**src/rtl/multicycle_control_unit.sv**
```systemverilog
// Multicycle control FSM for the 16-bit TSC-style ISA: sequences IF/ID/EX/MEM/WB,
// drives datapath selectors and strobes, counts retired instructions, detects halt/illegal.
module multicycle_control_unit #(
    parameter int WORD_SIZE = 16,
    parameter int CNT_WIDTH = 16
) (
    input  logic                 clk,
    input  logic                 reset,
    input  logic [WORD_SIZE-1:0] inst,
    input  logic                 mem_ready,
    input  logic                 bcond,
    output logic                 pc_we,
    output logic                 ir_write,
    output logic                 mem_read,
    output logic                 mem_write,
    output logic                 i_or_d,
    output logic                 alu_src_a,
    output logic [1:0]           alu_src_b,
    output logic [2:0]           alu_control,
    output logic [1:0]           pc_src,
    output logic                 reg_write,
    output logic [1:0]           reg_dst,
    output logic [1:0]           wb_src,
    output logic                 output_en,
    output logic                 retire,
    output logic [CNT_WIDTH-1:0] num_inst,
    output logic                 halted,
    output logic                 illegal
);

    typedef enum logic [2:0] {
        S_IF   = 3'd0,
        S_ID   = 3'd1,
        S_EX   = 3'd2,
        S_MEM  = 3'd3,
        S_WB   = 3'd4,
        S_HALT = 3'd5
    } state_t;

    localparam logic [3:0] OP_BNE = 4'd0;
    localparam logic [3:0] OP_BEQ = 4'd1;
    localparam logic [3:0] OP_BGZ = 4'd2;
    localparam logic [3:0] OP_BLZ = 4'd3;
    localparam logic [3:0] OP_ADI = 4'd4;
    localparam logic [3:0] OP_ORI = 4'd5;
    localparam logic [3:0] OP_LHI = 4'd6;
    localparam logic [3:0] OP_LWD = 4'd7;
    localparam logic [3:0] OP_SWD = 4'd8;
    localparam logic [3:0] OP_JMP = 4'd9;
    localparam logic [3:0] OP_JAL = 4'd10;
    localparam logic [3:0] OP_RTY = 4'd15;

    localparam logic [5:0] FN_JPR = 6'd25;
    localparam logic [5:0] FN_JRL = 6'd26;
    localparam logic [5:0] FN_WWD = 6'd28;
    localparam logic [5:0] FN_HLT = 6'd29;

    localparam logic [2:0] ALU_ADD = 3'd0;
    localparam logic [2:0] ALU_SUB = 3'd1;
    localparam logic [2:0] ALU_ORR = 3'd3;
    localparam logic [2:0] ALU_SHL = 3'd6;

    state_t                 r_state;
    state_t                 w_state_next;
    logic [CNT_WIDTH-1:0]   r_num_inst;
    logic                   r_illegal;
    logic                   w_illegal_set;

    logic [3:0]             w_opcode;
    logic [5:0]             w_func;
    logic                   w_is_rtype;
    logic                   w_is_alu_func;
    logic                   w_is_branch;
    logic                   w_illegal;
    logic                   w_unused;

    assign w_opcode      = inst[WORD_SIZE-1 -: 4];
    assign w_func        = inst[5:0];
    assign w_unused      = ^inst[WORD_SIZE-5:6];
    assign w_is_rtype    = (w_opcode == OP_RTY);
    assign w_is_alu_func = (w_func < 6'd8);
    assign w_is_branch   = (w_opcode == OP_BNE) || (w_opcode == OP_BEQ) ||
                           (w_opcode == OP_BGZ) || (w_opcode == OP_BLZ);
    // Opcodes 11..14 are unassigned; R-type accepts only ALU funcs and the special ops
    assign w_illegal     = ((w_opcode > OP_JAL) && !w_is_rtype) ||
                           (w_is_rtype && !w_is_alu_func &&
                            (w_func != FN_JPR) && (w_func != FN_JRL) &&
                            (w_func != FN_WWD) && (w_func != FN_HLT));

    always_ff @(posedge clk) begin
        if (reset) begin
            r_state    <= S_IF;
            r_num_inst <= '0;
            r_illegal  <= 1'b0;
        end else begin
            r_state <= w_state_next;
            if (retire) begin
                r_num_inst <= r_num_inst + CNT_WIDTH'(1);
            end
            if (w_illegal_set) begin
                r_illegal <= 1'b1;
            end
        end
    end

    always_comb begin
        pc_we         = 1'b0;
        ir_write      = 1'b0;
        mem_read      = 1'b0;
        mem_write     = 1'b0;
        i_or_d        = 1'b0;
        alu_src_a     = 1'b0;
        alu_src_b     = 2'd0;
        alu_control   = ALU_ADD;
        pc_src        = 2'd0;
        reg_write     = 1'b0;
        reg_dst       = 2'd0;
        wb_src        = 2'd0;
        output_en     = 1'b0;
        retire        = 1'b0;
        w_illegal_set = 1'b0;
        w_state_next  = r_state;

        // Outputs are forced idle while reset is high so an aborted access writes nothing
        if (!reset) begin
            unique case (r_state)
                S_IF: begin
                    mem_read  = 1'b1;
                    alu_src_b = 2'd1;
                    if (mem_ready) begin
                        ir_write     = 1'b1;
                        pc_we        = 1'b1;
                        w_state_next = S_ID;
                    end
                end
                S_ID: begin
                    alu_src_b = 2'd2;
                    if (w_illegal) begin
                        w_illegal_set = 1'b1;
                        w_state_next  = S_HALT;
                    end else if (w_opcode == OP_JMP || w_opcode == OP_JAL) begin
                        pc_we        = 1'b1;
                        pc_src       = 2'd2;
                        retire       = 1'b1;
                        w_state_next = S_IF;
                        if (w_opcode == OP_JAL) begin
                            reg_write = 1'b1;
                            reg_dst   = 2'd2;
                            wb_src    = 2'd2;
                        end
                    end else if (w_is_rtype && (w_func == FN_JPR || w_func == FN_JRL)) begin
                        pc_we        = 1'b1;
                        pc_src       = 2'd3;
                        retire       = 1'b1;
                        w_state_next = S_IF;
                        if (w_func == FN_JRL) begin
                            reg_write = 1'b1;
                            reg_dst   = 2'd2;
                            wb_src    = 2'd2;
                        end
                    end else if (w_is_rtype && w_func == FN_WWD) begin
                        output_en    = 1'b1;
                        retire       = 1'b1;
                        w_state_next = S_IF;
                    end else if (w_is_rtype && w_func == FN_HLT) begin
                        retire       = 1'b1;
                        w_state_next = S_HALT;
                    end else begin
                        w_state_next = S_EX;
                    end
                end
                S_EX: begin
                    alu_src_a = 1'b1;
                    if (w_is_rtype) begin
                        alu_src_b    = 2'd0;
                        alu_control  = w_func[2:0];
                        w_state_next = S_WB;
                    end else if (w_is_branch) begin
                        alu_src_b    = 2'd0;
                        alu_control  = ALU_SUB;
                        pc_we        = bcond;
                        pc_src       = 2'd1;
                        retire       = 1'b1;
                        w_state_next = S_IF;
                    end else if (w_opcode == OP_ORI) begin
                        alu_src_b    = 2'd3;
                        alu_control  = ALU_ORR;
                        w_state_next = S_WB;
                    end else if (w_opcode == OP_LHI) begin
                        alu_src_b    = 2'd3;
                        alu_control  = ALU_SHL;
                        w_state_next = S_WB;
                    end else if (w_opcode == OP_ADI) begin
                        alu_src_b    = 2'd2;
                        w_state_next = S_WB;
                    end else if (w_opcode == OP_LWD || w_opcode == OP_SWD) begin
                        alu_src_b    = 2'd2;
                        w_state_next = S_MEM;
                    end else begin
                        w_state_next = S_IF;
                    end
                end
                S_MEM: begin
                    i_or_d = 1'b1;
                    if (w_opcode == OP_SWD) begin
                        mem_write = 1'b1;
                        if (mem_ready) begin
                            retire       = 1'b1;
                            w_state_next = S_IF;
                        end
                    end else begin
                        mem_read = 1'b1;
                        if (mem_ready) begin
                            w_state_next = S_WB;
                        end
                    end
                end
                S_WB: begin
                    reg_write    = 1'b1;
                    retire       = 1'b1;
                    reg_dst      = w_is_rtype ? 2'd1 : 2'd0;
                    wb_src       = (w_opcode == OP_LWD) ? 2'd1 : 2'd0;
                    w_state_next = S_IF;
                end
                S_HALT: begin
                    w_state_next = S_HALT;
                end
                default: begin
                    w_state_next = S_IF;
                end
            endcase
        end
    end

    assign num_inst = r_num_inst;
    assign illegal  = r_illegal;
    assign halted   = (r_state == S_HALT);

endmodule
```
**config.mk**
```make
export PLATFORM = sky130hd
export DESIGN_NAME = multicycle_control_unit
export DESIGN_NICKNAME = d
export VERILOG_FILES = /design/src/rtl/multicycle_control_unit.sv
export SDC_FILE = /design/constraint.sdc
export NUM_CORES = 1
export LEC_CHECK = 0
export CORE_MARGIN = 5
export CORE_UTILIZATION = 46
export CTS_CLUSTER_DIAMETER = 80
export CTS_CLUSTER_SIZE = 16
export DETAILED_ROUTE_END_ITERATION = 10
export PLACE_DENSITY = 0.8
export SYNTH_ARGS = -nofsm -noshare
export SYNTH_HDL_FRONTEND = slang
export SYNTH_SLANG_ARGS = --single-unit
```
**constraint.sdc**
```tcl
create_clock -name clk -period 2.3 [get_ports clk]
set_input_delay 0.46 -clock clk [delete_from_list [all_inputs] [get_ports clk]]
set_output_delay 0.46 -clock clk [all_outputs]
set_load 0.05 [all_outputs]
```
# Yosys cells after proc, flatten, opt, wreduce, memory -nomap -nowiden

Cells that the tools add are included.
Widths: inputs -> output; s select.

Word-level logic and storage cells: 147
Bits in registers: 20

Equal/unequal tests: 26
Order comparisons: 2
Mux-type cells: 94
Reduce and logical (&&, ||, !) cells: 21
Add/sub/neg operators: 1

Operator list:

| operator              | number |
|---|---|
| $mux 3                | 20 |
| $mux 1                | 46 |
| $mux 2                | 19 |
| $eq 6x5->1 const B    | 4 |
| $ne 6x5->1 const B    | 4 |
| $add 16x1->16 const B | 1 |
| $eq 4x3->1 const B    | 4 |
| $eq 4x4->1 const B    | 4 |
| $pmux 3 s5            | 1 |
| $pmux 2 s2            | 3 |
| $logic_and 1x1->1     | 9 |
| $eq 4x2->1 const B    | 2 |
| $logic_or 1x1->1      | 7 |
| $eq 3x2->1 const B    | 2 |
| $eq 3x3->1 const B    | 2 |
| $lt 6x4->1 const B    | 1 |
| $pmux 2 s3            | 1 |
| $eq 4x1->1 const B    | 1 |
| $gt 4x4->1 const B    | 1 |
| $logic_not 4->1       | 1 |
| $ne 2x2->1 const B    | 2 |
| $pmux 1 s2            | 2 |
| $pmux 1 s4            | 1 |
| $eq 3x1->1 const B    | 1 |
| other kinds (4)       | 5 |

# Logic depth before layout (Yosys ltp)

Gate-level depths: netlist of the first run.

Word-level depth: 11
Depth in mapped cells: 7
Gate-level depth less buffers: 6

# Worst setup path after synthesis of the first run

Ideal clock, no wire load.

Path kind: input port to output port
Start: input inst[0]
End: output pc_we
Stages: 6
Data arrival time: 3.950 ns
Path buffers: 1
Path slack: -2.110 ns
Data required time: 1.840 ns
Path through: clkbuf_1 > o21a_1 > nor4_1 > o21ai_0 > o32a_1 > a2111oi_0

Longest elaborated chain between the ends: 11
Elaborated cells between the ends (all ways): 21
Classes of those cells: order compare: 1; eq/ne: 6; mux: 5; reduce/logical: 9

RTL lines:

| element                         | RTL line | text |
|---|---|---|
| from (decl)                     | 9        | `input logic [WORD_SIZE-1:0] inst,` |
| $lt 6x4->1                      | 81       | `assign w_is_alu_func = (w_func < 6'd8);` |
| $logic_not 1->1                 | 86       | `(w_is_rtype && !w_is_alu_func &&` |
| $logic_and 1x1->1 (2 in series) | 86       |  |
| $logic_and 1x1->1 (2 in series) | 87       | `(w_func != FN_JPR) && (w_func != FN_JRL) &&` |
| $logic_and 1x1->1               | 88       | `(w_func != FN_WWD) && (w_func != FN_HLT));` |
| $logic_or 1x1->1                | 85       | `assign w_illegal = ((w_opcode > OP_JAL) && !w_is_rtype) \|\|` |
| $mux 1 *                        | 138      | `if (w_illegal) begin` |
| $pmux 1 s3 *                    | 126      | `unique case (r_state)` |
| $mux 1 *                        | 125      | `if (!reset) begin` |
| to (decl)                       | 12       | `output logic pc_we,` |

Mark *: on every way between the ends. The rest lies on a longest branch, timed or not.

# Worst setup path in the final report of the first run

Start: input inst[5]
End: output pc_src[1]

Longest elaborated chain between the ends: 11
Elaborated cells between the ends (all ways): 21
Classes of those cells: order compare: 1; eq/ne: 6; mux: 5; reduce/logical: 9

RTL lines:

| element                         | RTL line | text |
|---|---|---|
| $lt 6x4->1                      | 81       |  |
| $logic_not 1->1                 | 86       |  |
| $logic_and 1x1->1 (2 in series) | 86       |  |
| $logic_and 1x1->1 (2 in series) | 87       |  |
| $logic_and 1x1->1               | 88       |  |
| $logic_or 1x1->1                | 85       |  |
| $mux 2 *                        | 138      |  |
| $pmux 2 s2 *                    | 126      |  |
| $mux 2 *                        | 125      |  |
| to (decl)                       | 20       | `output logic [1:0] pc_src,` |

Marks and branches as above.

==> out/qor.yml, run 1 <==
status: "complete, but fails checks"
violations_in_the_final_reports: "setup timing"
area.sequential_um2: 405.4
first_global_vias: 2662
setup_tns_ns: -0.7722
finalWirelength_um: 11420
sequential_share_of_power: 0.301
multiInputGateArea_mm2: 0.001524
setup_ws_ns: -0.1368
synth_area_per_cell_um2: 7.393
cell_internal_pwr_w: 0.0007447
path_common_cell: "buf_4"
cts.htree.levels: 1
power_frac_clock: 0.236
routabilityCongestion: 1.004
placementRows: 22
detailed_place_hpwl_um: 4978
clkSinkCount: 20
global_route.usage.met1: 0.4534
core_mm2: 0.003633
busiest_layer_in_global_routing: "met2"
drv_slew: 0
setup_repair_after_global_routing_missed_its_margin: "yes"
reg2reg_from: "r_state[2]"
post_synth_num_cell_types: 52
post-route-cell-area_mm2: 0.003425
max_slew_margin: 0.5667
cts_buffer_depth: 2
synth-seq-area-share: 0.2344
hold_violations: 0
antenna_found_initial: 0
setup.worst_path.class: "in -> out"
drt_wl_cell_um: 28.55
total_of_fill_cells_in_the_finished_design: 112
portBuffers: 51
boundaryPins: 58
global_route.usage.total: 0.3827
ratio_of_final_minimum_period_to_clock_period: 1.059
timing.critical_path.from_type: "input port"
root_cell_of_the_clock_tree: "clkbuf_8"
power.net_switching_w: 0.0004692
synth_largest_type_area_fraction: 0.2344
starting_density_of_the_core: 0.4700
path_max_fanout: 4
cp.buffers_inverters: 4
clock_latency_ns: 0.27
switching_share: 0.3865
global_route.usage.met3: 0.08097
ys_dominant_reg_cell: "dfxtp_1"
tritoncts_buffer_count: 3
synth_enable_flop_cells: 0
period_minus_slack_ns: 2.437
cts_tree: "yes"
chipWidth_um: 70.93
synth-warning-count: 0
layout-drive-gt1-share: 0.5085
total_via_count_after_detailed_routing: 2856
num_antenna_cells: 0
dpl_cell_area_mm2: 0.002959
mappedNetlistArea_mm2: 0.001708
synth_top_cells_by_count: "nor2_1 (31), dfxtp_1 (20), nand2_1 (16), nor2b_1 (16), nand3_1 (15)"
fmax_mhz: 410.4
power.total_w: 0.001214
clkTransAtPathRegs_ns: 0.07
area.growth.synth_to_final_pct: 100.5
maxCapViolations: 0
synth.net_count: 252
route.antenna.remaining_nets: 0
avgViaCountPerCell: 7.140
power.combinational.fraction: 0.463
vdd_ir_drop_max_mv: 0.3503
worst_path_slowest_cell: "nor3_2"
worst-r2r-cell-count: 8
setup.reg_to_reg.worst_slack_ns: -0.06
synthesis.instances: 231
startpoint: "inst[5]"
worst_ep_arrival_time_ns: 1.98
overall_die_height_um: 70.93
cp.depth: 8
min_path_type: "reg -> reg"
grt_use_met2: 0.6323
grt_overflow_total: 0
preCtsSetupSlack_ns: -0.5795
most_common_cell_in_the_synthesized_netlist: "nor2_1"
netlist.top_cell.by_area: "dfxtp_1"
firstDrtPassIters: 8
number_of_synthesized_register_bits: 20
hold_path.startpoint: "illegal"
critical_path.reg2reg.endpoint: "num_inst[10]"
setup.worst_path.end: "pc_src[1]"
critical_path.cell_chain: "buf_6 -> nand3b_1 -> nor3_2 -> a21oi_2 -> buf_4 -> buf_4 -> nor3_4 -> buf_12"
critPathCaptureType: "output port"
synth_area_leaders: "dfxtp_1 (23%), nor2_1 (6.8%), mux2_2 (5.9%)"
power-per-cell-area_mw_per_mm2: 354.5
drc: 0
maximum_number_of_pins_on_one_net_before_global_route_repair: 35
power.static_leakage_nw: 1.376
die_area_mm2: 0.005031
final.setup_skew_ns: 0.01204
synthArstFlopShare: 0
maximum_single_stage_delay_on_the_critical_path_ns: 0.33
critical-path-top-delay-family: "simple AND/OR/NAND/NOR gates"
grt_pass1_wl_um: 14950
final_net_count: 374
cp.required_ns: 1.84
timing_worst_slew_pin_value_ns: 0.6450
finalSetupViolCount: 13
drt_iter0_drc: 406
-- placed cells by master (no fill, tap or decap), types with 10 or more instances in the layout --
cell type and instances:
nand3_1 15, buf_4 76, nor2b_1 15, buf_6 10, dfxtp_1 18, buf_12 21
nor2_1 25, clkdlybuf4s50_1 18, a21oi_1 11, nand2_1 13
-- cells by family after synthesis --
logic type / count (synthesis) / synth area share
and+or+nand+nor: 114 / 0.3509
muxes: 14 / 0.09231
buffers and inverters: 22 / 0.05934
DFF: 20 / 0.2344
AOI/OAI and AO/OA: 58 / 0.2454
adders and majority gates: 1 / 0.007325
xor gates and xnor gates: 2 / 0.01026
-- how the worst min path moves through the flow --
| stage | end | slack, ns | cells past startpoint |
|---|---|---|---|
| 6_report | illegal | 0.55 | 2 |
| 3_3_place_gp | illegal | 0.47 | 2 |
| 4_1_cts | illegal | 0.49 | 2 |
| 5_1_grt | illegal | 0.55 | 2 |
| 2_1_floorplan | r_state[1] | 0.63 | 2 |
| 3_5_place_dp | illegal | 0.46 | 2 |
-- worst register-to-register path, stage by stage, from the launching register on --
cell and delay [ns]:
dfxtp_1 0.43, buf_4 0.22, clkinvlp_4 0.13, buf_4 0.16, nor2_1 0.21, a31oi_4 0.08
buf_4 0.21, o32ai_1 0.44, mux2_1 0.36
-- metrics by stage --
stage	hold slack, ns	util	instances
6_report	0.5476	0.9425	400
5_1_grt	0.5529	0.9425	400
4_1_cts	0.4936	0.9022	394
3_5_place_dp	0.4587	0.8144	369
3_3_place_gp	0.4669	0.8144	369
2_1_floorplan	0.6312	-	231
-- flip-flops by register name, indices dropped and copies added (netlist names) --
signal,count
num_inst,16
illegal,1
r_state,3
-- routing by layer --
layer | routed length [um] | vias to the layer above
li1 | - | 1096
met1 | 3846 | 1309
met2 | 5113 | 321
met3 | 1252 | 130
met4 | 1208 | 0
met5 | 0 | -
-- power groups by stage --
stage	clock network [W]	registers [W]	logic, W
6_report	0.000287	0.000365	0.000562
5_1_grt	0.000295	0.000365	0.000573
4_1_cts	0.000273	0.000365	0.000474
3_5_place_dp	0	0.000373	0.000422
3_3_place_gp	0	0.000372	0.000411
2_1_floorplan	0	0.000376	0.000214
-- cell type report --
| type | instances | area share |
|---|---|---|
| clock buffer | 4 | 0.01608 |
| inverter | 4 | 0.006577 |
| sequential | 20 | 0.1184 |
| multi-input combinational | 189 | 0.4450 |
| timing repair buffer | 135 | 0.3964 |
| tap | 48 | 0.01754 |
-- timing repair --
| item | 4_1_cts | 5_1_grt |
|---|---|---|
| hold buffers | 0 | 0 |
| pin swaps | 23 | 10 |
| buffers inserted | 22 | 7 |
| endpoints found under the setup margin | 34 | 18 |
| resized for setup | 79 | 21 |
No activity file was read; power rests on OpenSTA's default activity.
==> inputs of run 2 (changes only) <==
- CORE_UTILIZATION: 46 -> 47
- CTS_BUF_LIST: unset -> sky130_fd_sc_hd__clkbuf_4 sky130_fd_sc_hd__clkbuf_8
- PLACE_DENSITY: 0.8 -> 0.81
==> run 2 against run 1 <==
  * The run still ends with setup timing left
  * Combinational power decreased by 6.0%
  * Sequential cell count unchanged
  * Critical path depth unchanged
  * Setup slack got worse by 0.12 ns
  * Sequential power decreased by 1%
  * Global-route usage decreased by 6.2 points
  * Critical path type unchanged
  * Largest cell class unchanged
==> out/qor.yml, run 2 (synthesized netlist as in run 1, its figures left out) <==
status: "complete, but fails checks"
violations_in_the_final_reports: "setup timing"
hold_path.startpoint: "illegal"
critPathCaptureType: "output port"
post-route-cell-area_mm2: 0.003374  # -1.5%
clock_latency_ns: 0.32  # +0.05 ns
vdd_ir_drop_max_mv: 0.2858  # -18%
area.growth.synth_to_final_pct: 97.58
setup.worst_path.class: "in -> out"
cp.required_ns: 1.84  # about the same
fmax_mhz: 391.0  # -4.7%
overall_die_height_um: 70.28  # -0.92%
setup_repair_after_global_routing_missed_its_margin: "yes"
final.setup_skew_ns: 0.006401  # -0.005634 ns
clkSinkCount: 20  # unchanged
dpl_cell_area_mm2: 0.002952  # -0.25%
grt_pass1_wl_um: 12680  # -15%
sequential_share_of_power: 0.336  # +0.035
routabilityCongestion: 0.9783  # -2.5%
detailed_place_hpwl_um: 4824  # -3.1%
total_of_fill_cells_in_the_finished_design: 109  # -2.7%
layout-drive-gt1-share: 0.5014  # -0.007082
total_via_count_after_detailed_routing: 2728  # -4.5%
worst-r2r-cell-count: 8  # unchanged
setup_ws_ns: -0.2578  # -0.1210 ns
boundaryPins: 58  # unchanged
power_frac_clock: 0.172  # -0.064
power-per-cell-area_mw_per_mm2: 317.9  # -10%
clkTransAtPathRegs_ns: 0.13  # +0.06 ns
cts.hold.buffers_added: 0  # unchanged
worst_ep_arrival_time_ns: 2.10  # +0.12 ns
global_route.usage.total: 0.3203  # -0.06239
root_cell_of_the_clock_tree: "clkbuf_4"
ratio_of_final_minimum_period_to_clock_period: 1.112  # +0.05260
die_area_mm2: 0.004939  # -1.8%
preCtsSetupSlack_ns: -0.6275  # -0.04793 ns
power.net_switching_w: 0.0004295  # -8.4%
route.antenna.remaining_nets: 0  # unchanged
num_antenna_cells: 0  # unchanged
drt_iter0_drc: 481  # +18%
maxCapViolations: 0  # unchanged
max_slew_margin: 0.6374  # +0.07066
timing.critical_path.from_type: "input port"
starting_density_of_the_core: 0.4773  # +0.007231
cell_internal_pwr_w: 0.0006432  # -14%
whs_endpoint: "illegal"
timing_worst_slew_pin_value_ns: 0.5398  # -0.1052 ns
cts_tree: "yes"
timing.hold.worst_path_depth: 2  # unchanged
critical_path.cell_chain: "buf_6 -> buf_4 -> nand3b_1 -> nor3_2 -> a21oi_1 -> o32a_1 -> a2111oi_4 -> clkbuf_16"
power.static_leakage_nw: 1.345  # -2.2%
final_net_count: 370  # -1.1%
largest_reg_flops: 16  # unchanged
drt_wl_cell_um: 24.35  # -15%
firstDrtPassIters: 5  # -3
chipWidth_um: 70.28  # -0.92%
cts.htree.levels: 1  # unchanged
finalSetupViolCount: 19  # +6
portBuffers: 51  # unchanged
switching_share: 0.4004  # +0.01393
drv_slew: 0  # unchanged
reg2reg_from: "r_state[2]"
core_mm2: 0.003578  # -1.5%
setup.reg_to_reg.worst_slack_ns: 0.10  # +0.16 ns
power.combinational.fraction: 0.492  # +0.029
final_common_cell: "buf_4"
maximum_single_stage_delay_on_the_critical_path_ns: 0.29  # -0.04 ns
cts_buffer_depth: 2  # unchanged
first_global_vias: 2508  # -5.8%
placementRows: 22  # unchanged
min_path_type: "reg -> reg"
power.total_w: 0.001073  # -12%
finalWirelength_um: 9618  # -16%
maximum_number_of_pins_on_one_net_before_global_route_repair: 33  # -5.7%
drc: 0  # unchanged
period_minus_slack_ns: 2.558  # +0.1210 ns
most-common-layout-cells: "buf_4 (76), nor2_1 (27), buf_12 (20), dfxtp_1 (18), clkdlybuf4s50_1 (18)"
tritoncts_buffer_count: 3  # unchanged
path_max_fanout: 4  # unchanged
grt_overflow_total: 0  # unchanged
antenna_found_initial: 0  # unchanged
worst_path_slowest_cell: "nor3_2"
hold_violations: 0  # unchanged
avgViaCountPerCell: 6.906  # -3.3%
critical_path.reg2reg.endpoint: "num_inst[14]"
run 2: cell count changes in the layout (fill, tap and decap cells not counted), moves of 3 or more:
cell and delta:
o32ai_1 -3, clkbuf_4 +3, clkbuf_8 -4, buf_6 -5
run 2: layer usage:
metal	track usage	vias up	routed length, um
li1	-	1091	-
met4	0.1596	0	669
met3	0.09065	84	1075
met2	0.5478	281	4565
met1	0.3594	1272	3307
met5	0	-	0
run 2: worst max-delay path, delay by kind of cell:
family	cells	cell delay, ns
AOI/OAI and AO/OA	3	0.62
buffers and inverters	3	0.44
and+or+nand+nor	2	0.57
run 2: worst max path at each step:
stage             start           end  slack (ns)  cells after the start
4_1_cts         inst[5]         pc_we       -0.19                      8
5_1_grt        inst[14]         pc_we       -0.31                      7
2_1_floorplan  inst[15]  alu_src_b[0]       -0.30                      4
3_5_place_dp   inst[13]  num_inst[12]       -0.63                      6
3_3_place_gp   inst[13]         pc_we       -0.55                      7
6_report        inst[5]         pc_we       -0.26                      8
run 2: per-stage QoR:
stage | hold WS (ns) | TNS [ns] | utilization | cells
finish | 0.5259 | -2.116 | 0.9430 | 395
global route | 0.5773 | -2.781 | 0.9430 | 395
CTS | 0.5412 | -0.6901 | 0.8797 | 382
detailed placement | 0.5009 | -14.78 | 0.8248 | 368
global placement | 0.4691 | -13.22 | 0.8248 | 368
floorplan | 0.6312 | -1.113 | - | 231
run 2: area by class of cell:
class,count,area [um2],area share
Sequential cell,20,405.4,0.1201
Inverter,4,22.52,0.006674
Tap cell,48,60.06,0.01780
Clock buffer,3,22.52,0.006674
Timing Repair Buffer,131,1318,0.3904
Multi-Input combinational cell,189,1546,0.4583
run 2: timing repair:
item                                    in CTS  in global routing
gates resized for setup                     59                 33
endpoints found under the setup margin      33                 17
endpoints found under the hold margin        0                  0
buffers inserted                            11                 13
pin swaps                                   16                 13
run 2: power groups by stage:
stage / Clock, W / Combinational [W] / Sequential, W
6_report: 0.000184 / 0.000528 / 0.000360
4_1_cts: 0.000171 / 0.000449 / 0.000361
3_3_place_gp: 0 / 0.000410 / 0.000368
5_1_grt: 0.000194 / 0.000540 / 0.000361
2_1_floorplan: 0 / 0.000214 / 0.000376
3_5_place_dp: 0 / 0.000420 / 0.000368
